<file path="src/rtl/bounded_random_generator_pkg.sv">
// Shared types and helpers for the bounded random generator: FSM states,
// LFSR tap selection and parameter legality.
package random_pkg;

    typedef enum logic [1:0] {
        ST_UNSEEDED = 2'd0,
        ST_IDLE     = 2'd1,
        ST_DRAW     = 2'd2
    } state_e;

    localparam int unsigned MIN_N = 4;
    localparam int unsigned MAX_N = 8;

    // Feedback taps of a maximal-length Fibonacci LFSR, one bit per tap
    function automatic logic [7:0] tap_mask(input int unsigned n);
        logic [7:0] mask;
        mask = 8'h00;
        case (n)
            4:       mask = 8'b0000_1100;
            5:       mask = 8'b0001_0100;
            6:       mask = 8'b0011_0000;
            7:       mask = 8'b0110_0000;
            8:       mask = 8'b1011_1000;
            default: mask = 8'h00;
        endcase
        return mask;
    endfunction

    function automatic bit params_ok(input int unsigned n, input int unsigned limit);
        return (n >= MIN_N) && (n <= MAX_N) &&
               (limit >= 1) && (limit <= ((32'd1 << n) - 32'd1));
    endfunction

endpackage

</file>
<file path="src/rtl/bounded_random_generator_lfsr_step.sv">
// One combinational step of the Fibonacci LFSR: shift left, feed back the
// parity of the tapped bits into bit 0.
module lfsr_step
    import random_pkg::*;
#(
    parameter int unsigned N = 6
) (
    input  logic [N-1:0] i_lfsr,
    output logic [N-1:0] o_next
);

    localparam logic [N-1:0] TAP_MASK = N'(tap_mask(N));

    assign o_next = {i_lfsr[N-2:0], ^(i_lfsr & TAP_MASK)};

endmodule

</file>
<file path="src/rtl/bounded_random_generator.sv">
// Seeded LFSR that answers one-cycle requests with a value in 0..LIMIT-1,
// stepping past (rejecting) LFSR states above LIMIT.
module bounded_random_generator
    import random_pkg::*;
#(
    parameter int unsigned N     = 6,
    parameter int unsigned LIMIT = 36
) (
    input  logic         clk,
    input  logic         reset,
    input  logic [N-1:0] seed,
    input  logic         load,
    input  logic         req,
    output logic         ready,
    output logic [N-1:0] rnd,
    output logic         rnd_valid
);

    if (!params_ok(N, LIMIT)) begin : g_bad_params
        $error("bounded_random_generator: N must be 4..8 and LIMIT 1..2^N-1");
    end

    localparam logic [N-1:0] LIMIT_N = N'(LIMIT);

    state_e       r_state;
    logic [N-1:0] r_lfsr;
    logic [N-1:0] r_rnd;
    logic         r_rnd_valid;
    logic         r_ready;

    logic [N-1:0] w_next;
    logic         w_accept;

    lfsr_step #(.N(N)) u_lfsr_step (
        .i_lfsr (r_lfsr),
        .o_next (w_next)
    );

    // LFSR never holds zero, so an accepted state maps onto 0..LIMIT-1
    assign w_accept = (w_next <= LIMIT_N);

    always_ff @(posedge clk) begin
        if (reset) begin
            r_state     <= ST_UNSEEDED;
            r_lfsr      <= '1;
            r_rnd       <= '0;
            r_rnd_valid <= 1'b0;
            r_ready     <= 1'b0;
        end else begin
            r_rnd_valid <= 1'b0;
            if (load) begin
                // a zero seed would lock the LFSR, so substitute all ones
                r_lfsr  <= (seed == '0) ? '1 : seed;
                r_state <= ST_IDLE;
                r_ready <= 1'b1;
            end else begin
                case (r_state)
                    ST_IDLE: begin
                        if (req) begin
                            r_state <= ST_DRAW;
                            r_ready <= 1'b0;
                        end
                    end
                    ST_DRAW: begin
                        r_lfsr <= w_next;
                        if (w_accept) begin
                            r_rnd       <= w_next - N'(1);
                            r_rnd_valid <= 1'b1;
                            r_state     <= ST_IDLE;
                            r_ready     <= 1'b1;
                        end
                    end
                    default: begin
                        r_state <= ST_UNSEEDED;
                        r_ready <= 1'b0;
                    end
                endcase
            end
        end
    end

    assign ready     = r_ready;
    assign rnd       = r_rnd;
    assign rnd_valid = r_rnd_valid;

endmodule

</file>
<file path="config.mk">
export PLATFORM = sky130hd
export DESIGN_NAME = bounded_random_generator
export DESIGN_NICKNAME = d
export VERILOG_FILES = /design/src/rtl/bounded_random_generator_pkg.sv /design/src/rtl/bounded_random_generator_lfsr_step.sv /design/src/rtl/bounded_random_generator.sv
export SDC_FILE = /design/constraint.sdc
export NUM_CORES = 1
export LEC_CHECK = 0
export CORE_AREA = 4 4 45 62
export CTS_CLUSTER_DIAMETER = 150
export DETAILED_ROUTE_END_ITERATION = 6
export DIE_AREA = 0 0 49 66
export GPL_TIMING_DRIVEN = 0
export PLACE_DENSITY = 0.64
export SYNTH_ARGS = -nofsm -noshare
export SYNTH_HDL_FRONTEND = slang
export SYNTH_SLANG_ARGS = --single-unit
</file>
<file path="constraint.sdc">
create_clock -name clk -period 2.1 [get_ports clk]
set_input_delay 0.42 -clock clk [delete_from_list [all_inputs] [get_ports clk]]
set_output_delay 0.42 -clock clk [all_outputs]
set_load 0.01 [all_outputs]
</file>
==> flow_summary_export.csv <==
group,metric,value,unit
setup_path,critPathSlowestCell,"dfxtp_1",
setup_path,r2r-end,"rnd[1]",
global_routing,grt_overflow,0,
cells_and_area,diodes,0,
clock_network,ctsRootBufferMaster,"clkbuf_4",
sta,min_period,1.87,ns
cells_and_area,drive_above_1_share,0.0734,
yosys,synthDistinctLibCells,26,
yosys,seq_area_frac_synth,0.378,
sta,rsz0062_at_grt,"false",
sta,setup_viol,0,
drt,via_count,699,
drt,drt_iter0_markers,20,
die,dieArea,3230,sq um
yosys,syn_area,795,sq um
clock_network,cts_made_buffers,3,
global_routing,grt_pass1_wl,2730,um
place,placed_cell_area,992,sq um
power,p_leak,0.357,nW
status,status,"finished, final reports clean",
setup_path,crit_family,"flip-flops",
setup_path,critical_path_arrival,2.02,ns
cells_and_area,area_growth,29.3,%
global_routing,grt_max_degree,11,
die,dieWidth,49,um
setup_path,cp_cell_sequence,"xnor2_2 -> ha_1 -> and2b_1 -> o31a_1 -> nor2_1 -> a211oi_1",
drt,firstDrtPassIters,3,
sta,period_share,0.889,
drt,wire_per_inst,12.3,um
setup_path,critPathMaxStageDelay,0.50,ns
yosys,synth_cells,88,
min_path,min_path_type,"flop to flop",
global_routing,grtUsageTotal,0.109,
drt,drtAntennaViolNets,0,
sta,skew,0.00373,ns
setup_path,path_depth,6,
yosys,syn_nets,100,
sta,worst_pin_slew,0.450,ns
setup_path,path_buf_inv,0,
setup_path,endpoint,"rnd[1]",
setup_path,cp-start-kind,"flop",
clock_network,ctsHoldBuffers,0,
job,drv_cap,0,
cells_and_area,post-route-cell-area,1030,sq um
die,start_util,0.361,
sta,relSlewSlack,0.700,
setup_path,crit_required,2.26,ns
sta,final-max-slew-violation-count,0,
die,core-area,2200,sq um
die,num_rows,20,
cells_and_area,nets,122,
power,peakVddDrop,0.227,mV
yosys,ys_ff_latch,15,
drt,vias_per_cell,5.34,
sta,hold_viol,0,
setup_path,cp-startpoint,"r_lfsr[4]",
setup_path,path_max_fanout,5,
setup_path,r2r_start,"r_lfsr[4]",
place,place_ws,0.126,ns
sta,fmax,536,MHz
sta,tns,0,ns
setup_path,r2r_slack,0.23,ns
die,ios,18,
clock_network,clk_latency,0.28,ns
yosys,ys.warnings.count,0,
setup_path,endpoint_kind,"flop",
cells_and_area,multi_input_area,475,sq um
yosys,syn_avg_cell_area,9.03,sq um
place,portBuffers,17,
clock_network,cts.clk_slew.worst_paths,0.09,ns
clock_network,cts_max_level,1,
place,hpwlAfterDp,1240,um
sta,final.setup.worst_slack,0.234,ns
die,chipHeight,66,um
drt,drc,0,
power,p_per_area,548,nW/um^2
global_routing,antenna_found_initial,0,
clock_network,cts_buffer_depth,2,
clock_network,postCtsSetupBuffers,0,
sta,fin_hold_ws,0.483,ns
clock_network,cts_tree,"built",
setup_path,path_class,"flop to flop",
cells_and_area,ff_latch_area,300,sq um
clock_network,cts.sinks,15,
global_routing,grt_pass1_vias,652,
place,globalplace.congestion,0.742,
setup_path,reg2reg_depth,6,
drt,wl,1610,um
cells_and_area,nFillCells,234,
worst min path at each step:
stage,from,to,slack (ns),depth (start not counted)
global route,rnd[5],rnd[5],0.52,2
finish,rnd[5],rnd[5],0.48,2
detailed placement,rnd[5],rnd[5],0.47,2
floorplan,rnd[5],rnd[5],0.49,2
global placement,rnd[5],rnd[5],0.46,2
CTS,rnd[5],rnd[5],0.49,2
cell usage after synthesis (all sizes together):
master	number	area [sq um]
mux2i	1	10.0
o31ai	1	21.3
inv	3	11.3
dfxtp	15	300
a22oi	1	7.51
o21ai	2	10.0
ha	2	25.0
nand2	2	7.51
nand3	2	10.0
and2	4	25.0
a21oi	8	40.0
a211oi	10	75.1
o21bai	6	45.0
xor2	1	8.76
nand2b	2	12.5
nor3	3	26.3
xnor2	3	26.3
or4	1	11.3
o31a	1	8.76
nor2	5	18.8
clkbuf	4	15.0
nor4	1	6.26
nor3b	7	52.6
nor2b	2	12.5
and2b	1	7.51
logic make-up after synthesis:
kind of cell	Yosys count	share of synthesized area
AO/OA/AOI/OAI	29	0.261
XOR/XNOR	4	0.0441
flip-flops	15	0.378
multiplexers	1	0.0126
adder cells (fa/ha/maj)	2	0.0315
AND/OR/NAND/NOR	30	0.239
buffers and inverters	7	0.0331
flip-flops by register name, summed over array words and instances, names as in the netlist:
name       cells
r_lfsr         6
r_state        2
rnd            6
rnd_valid      1
through the flow:
| step | util | total power, mW | instances |
|---|---|---|---|
| final | 0.466 | 0.563 | 131 |
| after detailed placement | 0.451 | 0.400 | 127 |
| after global routing | 0.466 | 0.594 | 131 |
| after floorplan | - | 0.363 | 88 |
| after CTS | 0.463 | 0.573 | 131 |
| after global placement | 0.451 | 0.400 | 127 |
placed cells by master (no fill, tap or decap):
cell and instances:
inv_1 3, nor3_4 1, and2_1 4, nor2_1 5
ha_1 2, a21oi_1 8, o31a_1 1, nand2b_1 2
a211oi_1 10, clkinv_2 1, clkbuf_1 4, mux2i_1 1
clkbuf_4 3, nor3_1 2, o31ai_4 1, xor2_1 1
and2b_1 1, a22oi_1 1, xnor2_1 2, xnor2_2 1
nand2_1 2, o21bai_1 6, nand3_1 2, nor3b_1 7
or4_4 1, o21ai_0 2, nor2b_1 2, nor4_1 1
dfxtp_1 15, clkdlybuf4s50_1 17
worst min-delay path: stages, from the launching register on:
cell	delay (ns)
dfxtp_1	0.32
o21ai_0	0.07
a21oi_1	0.06
timing repair:
action                     in CTS  in global routing
hold endpoints to repair        0                  0
resized for setup               0                  1
setup endpoints to repair       0                  4
per-layer routing:
metal,vias up,part of all wire,global-route usage
met2,14,0.50,0.181
met3,2,0.052,0.0203
li1,366,-,-
met1,317,0.44,0.127
met4,0,0.012,0.0707
met5,-,0,0
layout make-up:
class | count | share of cell area
tap | 22 | 0.0268
sequential | 15 | 0.292
buffer | 4 | 0.0146
timing repair buffer | 17 | 0.166
clock inverter | 1 | 0.00487
clock buffer | 3 | 0.0219
inverter | 3 | 0.0110
multi-input combinational | 66 | 0.463
power breakdown:
group / switching [mW] / internal, mW
combinational: 0.0428 / 0.0480
clock: 0.0962 / 0.0707
sequential: 0.0117 / 0.293
total: 0.151 / 0.412
No activity file was read; power rests on OpenSTA's default activity.
